<file path="src/rtl/xadc_drp_arbiter.sv">
// Round-robin arbiter sharing one XADC DRP port between NUM_REQ requesters.
// One transaction in flight at a time; a one-cycle ack returns read data or a timeout flag.
module xadc_drp_arbiter #(
    parameter int NUM_REQ        = 3,
    parameter int TIMEOUT_CYCLES = 255,
    parameter int TMO_W          = 8
) (
    input  logic                  clk,
    input  logic                  reset,
    input  logic [NUM_REQ-1:0]    req,
    input  logic [NUM_REQ-1:0]    req_we,
    input  logic [7*NUM_REQ-1:0]  req_addr,
    input  logic [16*NUM_REQ-1:0] req_di,
    output logic [NUM_REQ-1:0]    ack,
    output logic [15:0]           rd_data,
    output logic                  err,
    output logic                  busy,
    output logic [6:0]            drp_daddr,
    output logic                  drp_den,
    output logic                  drp_dwe,
    output logic [15:0]           drp_di,
    input  logic [15:0]           drp_do,
    input  logic                  drp_drdy
);

    localparam int IDX_W = $clog2(NUM_REQ);

    typedef enum logic [1:0] {S_IDLE, S_ISSUE, S_WAIT, S_DONE} state_t;

    state_t           state;
    state_t           state_next;
    logic [IDX_W-1:0] rr_ptr;
    logic [IDX_W-1:0] winner;
    logic [IDX_W-1:0] pick;
    logic             pick_valid;
    logic [TMO_W-1:0] tmo_cnt;
    logic             tmo_hit;
    logic [6:0]       addr_q;
    logic [15:0]      di_q;
    logic             we_q;
    logic             err_q;

    logic [6:0]  addr_arr [NUM_REQ];
    logic [15:0] di_arr   [NUM_REQ];

    for (genvar g = 0; g < NUM_REQ; g++) begin : g_unpack
        assign addr_arr[g] = req_addr[7*g +: 7];
        assign di_arr[g]   = req_di[16*g +: 16];
    end

    assign tmo_hit = (tmo_cnt == TMO_W'(TIMEOUT_CYCLES));

    // Scan from the farthest offset down so the first set bit at or after rr_ptr wins.
    always_comb begin
        int               idx;
        logic [IDX_W-1:0] idx_l;
        pick       = rr_ptr;
        pick_valid = 1'b0;
        idx        = 0;
        idx_l      = '0;
        for (int i = NUM_REQ - 1; i >= 0; i--) begin
            idx = int'(rr_ptr) + i;
            if (idx >= NUM_REQ) begin
                idx = idx - NUM_REQ;
            end
            idx_l = IDX_W'(idx);
            if (req[idx_l]) begin
                pick       = idx_l;
                pick_valid = 1'b1;
            end
        end
    end

    always_ff @(posedge clk or posedge reset) begin
        if (reset) begin
            state <= S_IDLE;
        end else begin
            state <= state_next;
        end
    end

    always_comb begin
        state_next = state;
        case (state)
            S_IDLE:  if (pick_valid) state_next = S_ISSUE;
            S_ISSUE: state_next = S_WAIT;
            S_WAIT:  if (drp_drdy || tmo_hit) state_next = S_DONE;
            S_DONE:  state_next = S_IDLE;
            default: state_next = S_IDLE;
        endcase
    end

    always_comb begin
        drp_den = (state == S_ISSUE);
        drp_dwe = (state == S_ISSUE) && we_q;
        busy    = (state != S_IDLE);
        ack     = (state == S_DONE) ? (NUM_REQ'(1) << winner) : '0;
        err     = (state == S_DONE) && err_q;
    end

    assign drp_daddr = addr_q;
    assign drp_di    = di_q;

    // drdy is only looked at in WAIT, so a late or stray drdy elsewhere is harmless.
    always_ff @(posedge clk or posedge reset) begin
        if (reset) begin
            winner  <= '0;
            rr_ptr  <= '0;
            addr_q  <= '0;
            di_q    <= '0;
            we_q    <= 1'b0;
            err_q   <= 1'b0;
            tmo_cnt <= '0;
            rd_data <= '0;
        end else begin
            case (state)
                S_IDLE: begin
                    if (pick_valid) begin
                        winner <= pick;
                        addr_q <= addr_arr[pick];
                        di_q   <= di_arr[pick];
                        we_q   <= req_we[pick];
                    end
                end
                S_ISSUE: begin
                    tmo_cnt <= '0;
                    err_q   <= 1'b0;
                end
                S_WAIT: begin
                    if (drp_drdy) begin
                        err_q <= 1'b0;
                        if (!we_q) begin
                            rd_data <= drp_do;
                        end
                    end else if (tmo_hit) begin
                        err_q <= 1'b1;
                    end else begin
                        tmo_cnt <= tmo_cnt + 1'b1;
                    end
                end
                S_DONE: begin
                    rr_ptr <= (winner == IDX_W'(NUM_REQ - 1)) ? '0 : winner + 1'b1;
                end
                default: ;
            endcase
        end
    end

endmodule
</file>
<file path="config.mk">
export PLATFORM = sky130hd
export DESIGN_NAME = xadc_drp_arbiter
export DESIGN_NICKNAME = d
export VERILOG_FILES = /design/src/rtl/xadc_drp_arbiter.sv
export SDC_FILE = /design/constraint.sdc
export NUM_CORES = 1
export LEC_CHECK = 0
export CORE_MARGIN = 5
export CORE_UTILIZATION = 46
export DETAILED_ROUTE_END_ITERATION = 6
export PLACE_DENSITY = 0.87
export SLEW_MARGIN = 40
export SYNTH_ARGS = -nofsm -noshare
export SYNTH_HDL_FRONTEND = slang
export SYNTH_SLANG_ARGS = --single-unit
</file>
<file path="constraint.sdc">
create_clock -name clk -period 5.2 [get_ports clk]
set_input_delay 1.04 -clock clk [delete_from_list [all_inputs] [get_ports clk]]
set_output_delay 1.04 -clock clk [all_outputs]
set_load 0.005 [all_outputs]
</file>
==> run_results.csv, run 1 <==
group,metric,value,unit
run_status,status,"finished, final reports clean",
global_route,grt_overflow_total,0,
clock_tree,cts_root_buf,"clkbuf_8",
critical_path,crit_required,5.38,ns
synthesis,syn_avg_cell_area,10.4,sq um
place,dp_hpwl,7750,microns
critical_path,cpPeakStageDelay,0.58,ns
layout,area_delta_synth_final,48.0,%
synthesis,synth-async-reset-ratio,100,%
place,place_congestion,0.894,
global_route,grt_max_degree,56,
layout,num-nets-final,532,
clock_tree,clk_latency,0.32,ns
synthesis,yosysSeqAreaShare,43.2,%
pwr,p_per_area,547,nW/um^2
route,firstDrtPassIters,5,
pwr,p_switching,1.09,mW
floorplanning,initial_core_util,47.2,%
route,drc,0,
layout,mostFrequentLayoutCells,"clkdlybuf4s50_1 (139), dfrtp_1 (55), o21ai_0 (28), a32oi_1 (25)",
floorplanning,die_x,93.3,microns
route,drt_wl_total,10400,microns
timing,timing.fmax,303,MHz
synthesis,synth.ff_latch_count,55,
synthesis,synthCells,308,
clock_tree,cts_sinks,55,
layout,antenna-diode-count,0,
synthesis,syn_nets,410,
floorplanning,die_area,8700,sq um
place,io_buffers,139,
route,route.antenna.remaining_nets,0,
pwr,total_leakage_power,1.77,nW
synthesis,syn_area,3190,sq um
critical_path,crit_path_end_kind,"flip-flop",
synthesis,synth_top_cell_area_share,43.2,%
synthesis,synth-edff-count,0,
worst_hold_path,hold_path_end,"err_q",
pwr,swShare,42.3,%
route,wl_per_cell,20.4,microns
timing,slew-limit-headroom,48.5,%
floorplanning,io_pins,140,
layout,fill_cells,501,
pwr,clockPowerShare,10.2,%
clock_tree,clkSlewWorstSetupHoldPaths,0.11,ns
place,place_ws,1.61,ns
floorplanning,dieHeight,93.3,microns
timing,hold_ws,0.487,ns
floorplanning,coreArea,6760,sq um
worst_hold_path,hold_class,"flip-flop to flip-flop",
layout,final_common_cell,"clkdlybuf4s50_1",
synthesis,ys_top_cells_by_area,"dfrtp_1 (43%), a32oi_1 (6.9%), o221ai_1 (6.6%)",
timing,worst_pin_slew,0.771,ns
worst_hold_path,min_from,"err_q",
clock_tree,cts_tree,"built",
critical_path,cp_cell_sequence,"clkdlybuf4s50_1 > mux2i_1 > o21a_1 > a2111oi_4 > buf_4 > nand2b_2 > o211ai_1",
clock_tree,cts_buffers,5,
synthesis,yosys_warnings,0,
synthesis,synth_cell_types,50,
clock_tree,cts_buffer_depth,2,
global_route,antenna_found_initial,0,
route,vias,3281,
timing,finalSetupTns,0,ns
critical_path,r2r_end,"drp_di[1]",
pwr,pwr-share-seq,28.9,%
clock_tree,cts_resized,0,
timing,period_needed,3.30,ns
critical_path,rr_worst_depth,8,
pwr,power.internal,1.49,mW
timing,worst_slack,1.90,ns
floorplanning,num_rows,30,
pwr,total_power,2.58,mW
route,drt_iter0_markers,170,
synthesis,synth_top_cell_by_area,"dfrtp_1",
run,maxCapViolCount,0,
layout,drive_gt1_share,9.98,%
global_route,grt_use_total,24.2,%
timing,rsz0062_at_grt,"no",
worst_hold_path,hold_depth,2,
timing,setup_violations,0,
critical_path,reg2reg_slack,2.21,ns
timing,slew_violations,0,
timing,clock-skew-final,0.00881,ns
global_route,grt_pass1_wl,16800,microns
critical_path,cp-start-kind,"input pin",
timing,hold_viol,0,
route,via_per_inst,6.42,
synthesis,synth_flop_cell,"dfrtp_1",
pwr,vdd_drop_max,0.000254,V
timing,min_period_over_period,63.5,%
clock_tree,postCtsHoldBufs,0,
pwr,p_comb_share,60.9,%
critical_path,worstSetupPathType,"input pin to flip-flop",
clock_tree,cts-htree-levels,2,
clock_tree,postCtsSetupRepairBufs,0,
critical_path,crit_path_top_delay_cell,"clkdlybuf4s50_1",
critical_path,r2r-start,"rr_ptr[0]",
critical_path,cp.arrival,3.48,ns
critical_path,worstPathMaxFanout,25,
global_route,grt_pass1_vias,3325,
-- metal layers --
layer  share of wire (%)  GRT usage (%)  up-vias
met4                 2.3           6.35        0
met1                  37           28.5     1592
li1                    -              -     1458
met2                  50           42.3      209
met3                  11           7.72       22
met5                   0              0        -
-- Yosys cell counts, types with 2 or more instances --
| master | number |
|---|---|
| clkbuf_1 | 12 |
| dfrtp_1 | 55 |
| and2_1 | 3 |
| and3_1 | 3 |
| buf_2 | 12 |
| nand2b_1 | 6 |
| buf_4 | 5 |
| inv_1 | 13 |
| ha_1 | 8 |
| a21oi_1 | 10 |
| mux2i_1 | 4 |
| o41ai_1 | 2 |
| o221ai_1 | 24 |
| nand2_1 | 9 |
| a21boi_0 | 2 |
| o211ai_1 | 24 |
| mux2_2 | 16 |
| a32oi_1 | 25 |
| nand4_1 | 2 |
| o21bai_1 | 2 |
| a22o_1 | 2 |
| nand3_1 | 3 |
| xnor2_1 | 2 |
| nor2_1 | 9 |
| nand3b_1 | 2 |
| o32a_1 | 2 |
| o21ai_0 | 28 |
-- power groups by stage --
stage	Sequential [mW]	Combinational [mW]	Clock, mW
6_report	0.745	1.57	0.264
3_5_place_dp	0.748	1.56	0
4_1_cts	0.744	1.57	0.263
2_1_floorplan	0.738	0.918	0
5_1_grt	0.771	1.71	0.283
3_3_place_gp	0.743	1.48	0
-- through the flow --
stage / area, sq um / instances / utilization (%)
after floorplan: 3190 / 308 / -
after global placement: 4590 / 500 / 67.9
after detailed placement: 4620 / 503 / 68.4
after CTS: 4720 / 511 / 69.9
after global routing: 4720 / 511 / 69.9
final: 4720 / 511 / 69.9
-- worst max-delay path by stage --
stage | from | end | depth (start not counted)
2_1_floorplan | req[0] | drp_daddr[0] | 7
3_3_place_gp | req[1] | drp_di[15] | 7
3_5_place_dp | req[1] | drp_di[1] | 7
4_1_cts | req[1] | drp_di[1] | 7
5_1_grt | req[1] | drp_daddr[4] | 7
6_report | req[1] | drp_di[1] | 7
-- critical path, delay by kind of cell --
family | cells | cell delay, ns
AND/OR/NAND/NOR | 1 | 0.51
AO/OA/AOI/OAI | 3 | 0.78
buffers and inverters | 2 | 0.93
multiplexers | 1 | 0.20
-- flip-flops by register name, summed over array words and instances (netlist names) --
register   flops
we_q           1
state          2
rd_data       16
err_q          1
rr_ptr         2
winner         2
tmo_cnt        8
drp_daddr      7
drp_di        16
-- kinds of logic after synthesis --
kind of cell    Yosys count  share of synthesized area (%)
buf+inv                  44                           6.47
fa+ha+maj                 8                           3.14
compound gates          136                           32.6
mux                      20                           6.90
simple gates             43                           7.14
xor+xnor                  2                          0.549
flops                    55                           43.2
-- cell type report --
| class | count | area [sq um] | share of cell area (%) |
|---|---|---|---|
| clock inverters | 3 | 27.5 | 0.583 |
| clock buffers | 5 | 68.8 | 1.46 |
| multi-input cells | 209 | 1640 | 34.8 |
| repair buffers | 146 | 1460 | 30.8 |
| inverters | 13 | 48.8 | 1.03 |
| flip-flops and latches | 55 | 1380 | 29.2 |
| well taps | 80 | 100 | 2.12 |
(Power assumes the default switching activity.)
==> run 2: changes to the inputs <==
- CORE_UTILIZATION: 46 -> 43
- PLACE_DENSITY: 0.87 -> 0.82
- clock period: 5.2 -> 3.26 ns (I/O delays scaled with it)
==> run_results.csv, run 2 (synthesis results as in run 1) <==
group,metric,value,unit
worst_hold_path,hold_depth,2,
timing,rsz0062_at_grt,"no",
route,firstDrtPassIters,4,
layout,finalInstanceArea,4740,sq um
layout,num-nets-final,533,
global_route,antenna_found_initial,0,
timing,hold_viol,0,
route,vias,3095,
route,drt_iter0_markers,263,
route,drt_wl_total,9950,microns
global_route,grt_max_degree,56,
timing,min_period_over_period,84.8,%
run_status,status,"finished, final reports clean",
timing,clock-skew-final,0.0122,ns
clock_tree,cts_tree,"built",
clock_tree,clkSlewWorstSetupHoldPaths,0.11,ns
timing,setup_violations,0,
global_route,grt_pass1_vias,3155,
pwr,p_per_area,858,nW/um^2
run,maxCapViolCount,0,
clock_tree,cts_root_buf,"clkbuf_8",
clock_tree,cts_resized,0,
layout,instances_no_fill,531,
clock_tree,cts_buffer_depth,2,
pwr,total_power,4.06,mW
critical_path,worstPathMaxFanout,25,
timing,timing.fmax,362,MHz
place,dp_hpwl,7220,microns
clock_tree,cts_sinks,55,
route,route.antenna.remaining_nets,0,
critical_path,cp_cell_sequence,"inv_1 > ha_1 > nand2b_1 > a21oi_1 > buf_4 > or3b_2 > a32oi_1 > o211ai_1",
layout,final_util,65.3,%
layout,final_common_cell,"clkdlybuf4s50_1",
pwr,vdd_drop_max,0.000399,V
clock_tree,cts_buffers,5,
global_route,grt_pass1_wl,16100,microns
critical_path,rr_worst_depth,8,
critical_path,cpPeakStageDelay,0.74,ns
pwr,power.internal,2.37,mW
critical_path,worstSetupPathType,"flip-flop to flip-flop",
critical_path,crit_path_end_kind,"flip-flop",
route,wl_per_cell,18.7,microns
floorplanning,io_pins,140,
place,place_ws,0.397,ns
critical_path,reg2reg_slack,0.49,ns
pwr,pwr-share-seq,29.0,%
timing,period_needed,2.77,ns
place,io_buffers,139,
layout,antenna-diode-count,0,
pwr,swShare,41.7,%
critical_path,crit_path_top_delay_cell,"or3b_2",
timing,slew-limit-headroom,48.1,%
floorplanning,coreArea,7250,sq um
critical_path,cp.arrival,2.95,ns
global_route,grt_use_total,22.0,%
timing,finalSetupTns,0,ns
place,place_inst,523,
pwr,clockPowerShare,9.7,%
clock_tree,postCtsSetupRepairBufs,0,
pwr,p_switching,1.70,mW
place,placed_area,4650,sq um
worst_hold_path,hold_path_end,"err_q",
clock_tree,cts-htree-levels,2,
layout,area_delta_synth_final,48.5,%
floorplanning,initial_core_util,44.0,%
route,via_per_inst,5.83,
floorplanning,die_area,9240,sq um
clock_tree,postCtsHoldBufs,0,
place,place_congestion,0.857,
clock_tree,clk_latency,0.31,ns
route,drc,0,
timing,hold_ws,0.480,ns
worst_hold_path,hold_class,"flip-flop to flip-flop",
pwr,p_comb_share,61.3,%
global_route,grt_overflow_total,0,
timing,slew_violations,0,
pwr,total_leakage_power,1.78,nW
layout,drive_gt1_share,9.95,%
critical_path,crit_required,3.44,ns
critical_path,r2r-start,"rr_ptr[0]",
layout,mostFrequentLayoutCells,"clkdlybuf4s50_1 (139), dfrtp_1 (55), o21ai_0 (28), a32oi_1 (25)",
floorplanning,dieHeight,96.1,microns
timing,worst_slack,0.495,ns
worst_hold_path,min_from,"err_q",
floorplanning,num_rows,31,
critical_path,r2r_end,"drp_di[8]",
timing,worst_pin_slew,0.776,ns
critical_path,cp-start-kind,"flip-flop",
floorplanning,die_x,96.1,microns
run 2: power groups by stage:
| stage | clock network [mW] | registers [mW] | logic [mW] |
|---|---|---|---|
| global placement | 0 | 1.18 | 2.40 |
| CTS | 0.399 | 1.18 | 2.50 |
| finish | 0.394 | 1.18 | 2.49 |
| floorplan | 0 | 1.18 | 1.46 |
| global route | 0.430 | 1.21 | 2.72 |
| detailed placement | 0 | 1.19 | 2.49 |
run 2: worst max-delay path, delay by kind of cell, from the launching register on:
| family | cells | cell delay (ns) |
|---|---|---|
| flops | 1 | 0.44 |
| simple gates | 2 | 0.91 |
| fa+ha+maj | 1 | 0.53 |
| compound gates | 3 | 0.49 |
| buf+inv | 2 | 0.26 |
run 2: cell type report:
type                    count  area, sq um
fillers                   572         2520
multi-input cells         209         1640
repair buffers            147         1460
flip-flops and latches     55         1380
well taps                  99          124
clock buffers               5         68.8
inverters                  13         48.8
clock inverters             3         22.5
run 2: worst max-delay path by stage:
stage                         endpoint  startpoint
final                        drp_di[8]   rr_ptr[0]
after global routing      drp_daddr[4]   rr_ptr[0]
after CTS                 drp_daddr[0]   rr_ptr[0]
after detailed placement  drp_daddr[0]      req[1]
after global placement       winner[1]      req[1]
after floorplan           drp_daddr[0]   rr_ptr[0]
run 2: per-layer routing:
| layer | track usage (%) | vias up | part of all wire (%) |
|---|---|---|---|
| met5 | 0 | - | 0 |
| met4 | 6.87 | 0 | 2.4 |
| met3 | 4.77 | 16 | 4.9 |
| met2 | 36.2 | 96 | 52 |
| met1 | 28.7 | 1519 | 41 |
| li1 | - | 1464 | - |
==> run 3: changes to the inputs <==
- CORE_UTILIZATION: 43 -> 38
- PLACE_DENSITY: 0.82 -> 0.76
- clock period: 3.26 -> 2.35 ns (I/O delays scaled with it)
==> run_results.csv, run 3 (synthesis results as in run 1) <==
group,metric,value,unit
critical_path,crit_family,"simple AND/OR/NAND/NOR gates",
timing,clock-skew-final,0.00858,ns
timing,hold_viol,0,
worst_hold_path,hold_class,"input pin to async pin",
layout,drive_gt1_share,18.1,%
pwr,swShare,39.8,%
critical_path,worstSetupPathType,"flip-flop to flip-flop",
place,dp_hpwl,7980,microns
critical_path,crit_required,2.53,ns
layout,final_common_cell,"clkdlybuf4s50_1",
run,maxCapViolCount,0,
global_route,grt_pass1_wl,17000,microns
timing,period_needed,2.30,ns
route,drt_iter0_markers,171,
critical_path,cpPeakStageDelay,0.45,ns
global_route,grt_pass1_vias,3418,
timing,finalSetupTns,0,ns
place,io_buffers,139,
layout,antenna-diode-count,0,
pwr,pwr-share-seq,25.0,%
global_route,grt_max_degree,49,
timing,worst_pin_slew,0.572,ns
critical_path,crit_path_end_kind,"flip-flop",
run_status,status,"finished, final reports clean",
layout,instances_no_fill,570,
floorplanning,io_pins,140,
route,wl_met1,4360,microns
global_route,grt_use_total,20.6,%
critical_path,startpoint,"rr_ptr[1]",
clock_tree,cts_tree,"built",
route,vias,3358,
route,wl_per_cell,19.7,microns
critical_path,cp-start-kind,"flip-flop",
route,drc,0,
critical_path,path_buf_inv,2,
clock_tree,cts_buffer_depth,2,
critical_path,cp.arrival,2.49,ns
route,dr_wl_met2,5900,microns
route,dr_wl_met3,734,microns
timing,slew-limit-headroom,61.3,%
layout,final_util,63.2,%
floorplanning,die_area,10300,sq um
pwr,p_per_area,1260,nW/um^2
clock_tree,cts_root_buf,"clkbuf_8",
layout,finalInstanceArea,5200,sq um
place,placed_area,4910,sq um
critical_path,r2r_end,"drp_daddr[4]",
critical_path,r2r-start,"rr_ptr[1]",
pwr,clockPowerShare,8.7,%
place,place_inst,554,
route,firstDrtPassIters,5,
route,route.antenna.remaining_nets,0,
timing,hold_ws,0.466,ns
route,via_per_inst,5.89,
pwr,p_switching,2.60,mW
timing,setup_violations,0,
place,place_congestion,0.826,
layout,fill_cells,668,
layout,mostFrequentLayoutCells,"clkdlybuf4s50_1 (139), dfrtp_1 (54), o21ai_0 (27), buf_4 (27), a32oi_1 (25)",
floorplanning,die_x,102,microns
layout,area_delta_synth_final,62.9,%
timing,slew_violations,0,
critical_path,critPathMostFrequentCell,"buf_4",
clock_tree,cts_buffers,5,
critical_path,rr_worst_depth,8,
timing,timing.fmax,434,MHz
floorplanning,num_rows,33,
pwr,vdd_drop_max,0.000551,V
pwr,p_comb_share,66.3,%
pwr,total_leakage_power,1.98,nW
critical_path,crit_path_top_delay_cell,"dfrtp_2",
global_route,grt_overflow_total,0,
timing,min_period_over_period,98.0,%
layout,num-nets-final,566,
global_route,antenna_found_initial,0,
floorplanning,initial_core_util,38.8,%
pwr,power.internal,3.93,mW
clock_tree,clkSlewWorstSetupHoldPaths,0.11,ns
clock_tree,cts_sinks,55,
floorplanning,dieHeight,102,microns
clock_tree,clk_latency,0.31,ns
route,routed.top_layer,"met4",
timing,rsz0062_at_grt,"yes",
route,drt_wl_total,11200,microns
critical_path,reg2reg_slack,0.05,ns
critical_path,worstPathMaxFanout,7,
clock_tree,cts-htree-levels,2,
floorplanning,coreArea,8220,sq um
critical_path,cp_cell_sequence,"ha_4 > buf_4 > mux2i_1 > or3_4 > and3_2 > buf_4 > a32oi_1 > o211ai_1",
run 3: cell count changes in the layout (fill, tap and decap cells not counted), moves of 2 or more:
cell | before | now
a21oi_2 | 0 | 2
ha_1 | 8 | 6
buf_6 | 1 | 4
buf_4 | 7 | 27
buf_12 | 0 | 7
clkbuf_16 | 0 | 3
a21oi_1 | 9 | 7
run 3: layout make-up:
| class | count | area [sq um] | share of cell area, % |
|---|---|---|---|
| clock inverter | 2 | 16.3 | 0.313 |
| clock buffer | 6 | 82.6 | 1.59 |
| tap | 105 | 131 | 2.53 |
| multi-input combinational | 209 | 1690 | 32.4 |
| sequential | 55 | 1380 | 26.5 |
| inverter | 13 | 48.8 | 0.939 |
| timing repair buffer | 180 | 1850 | 35.7 |
run 3: through the flow:
step	setup WS, ns	total power, mW
after floorplan	0.00664	3.67
after global routing	-0.0229	6.93
after global placement	-0.0864	5.46
after CTS	0.00713	6.17
final	0.0466	6.53
after detailed placement	-0.155	5.57
run 3: worst max path at each step:
stage / end / slack, ns / cells past startpoint
2_1_floorplan: drp_daddr[0] / 0.007 / 10
3_5_place_dp: drp_di[11] / -0.15 / 7
6_report: drp_daddr[4] / 0.05 / 8
5_1_grt: drp_daddr[4] / -0.02 / 10
3_3_place_gp: drp_daddr[4] / -0.09 / 7
4_1_cts: drp_daddr[6] / 0.007 / 9
run 3: timing repair:
item                                    in CTS  in global routing
cloned                                       0                  5
pin swaps                                    0                  4
hold buffers                                 0                  0
setup buffers                                0                  3
resized for setup                            4                 10
endpoints found under the setup margin      25                 24
run 3: power groups by stage:
| stage | registers, mW | clock network [mW] | logic [mW] |
|---|---|---|---|
| 6_report | 1.63 | 0.569 | 4.33 |
| 3_5_place_dp | 1.63 | 0 | 3.94 |
| 2_1_floorplan | 1.63 | 0 | 2.04 |
| 3_3_place_gp | 1.63 | 0 | 3.83 |
| 5_1_grt | 1.68 | 0.614 | 4.63 |
| 4_1_cts | 1.63 | 0.572 | 3.97 |
run 3: metal layers:
| metal | GRT usage (%) | vias up |
|---|---|---|
| met5 | 0 | - |
| met4 | 8.08 | 0 |
| met3 | 4.48 | 21 |
| met2 | 35.8 | 139 |
| met1 | 24.8 | 1664 |
| li1 | - | 1534 |
run 3: worst register-to-register path, stage by stage (launching register included):
cell and delay (ns):
dfrtp_2 0.45, ha_4 0.28, buf_4 0.14, mux2i_1 0.11
or3_4 0.38, and3_2 0.28, buf_4 0.19, a32oi_1 0.22
o211ai_1 0.12
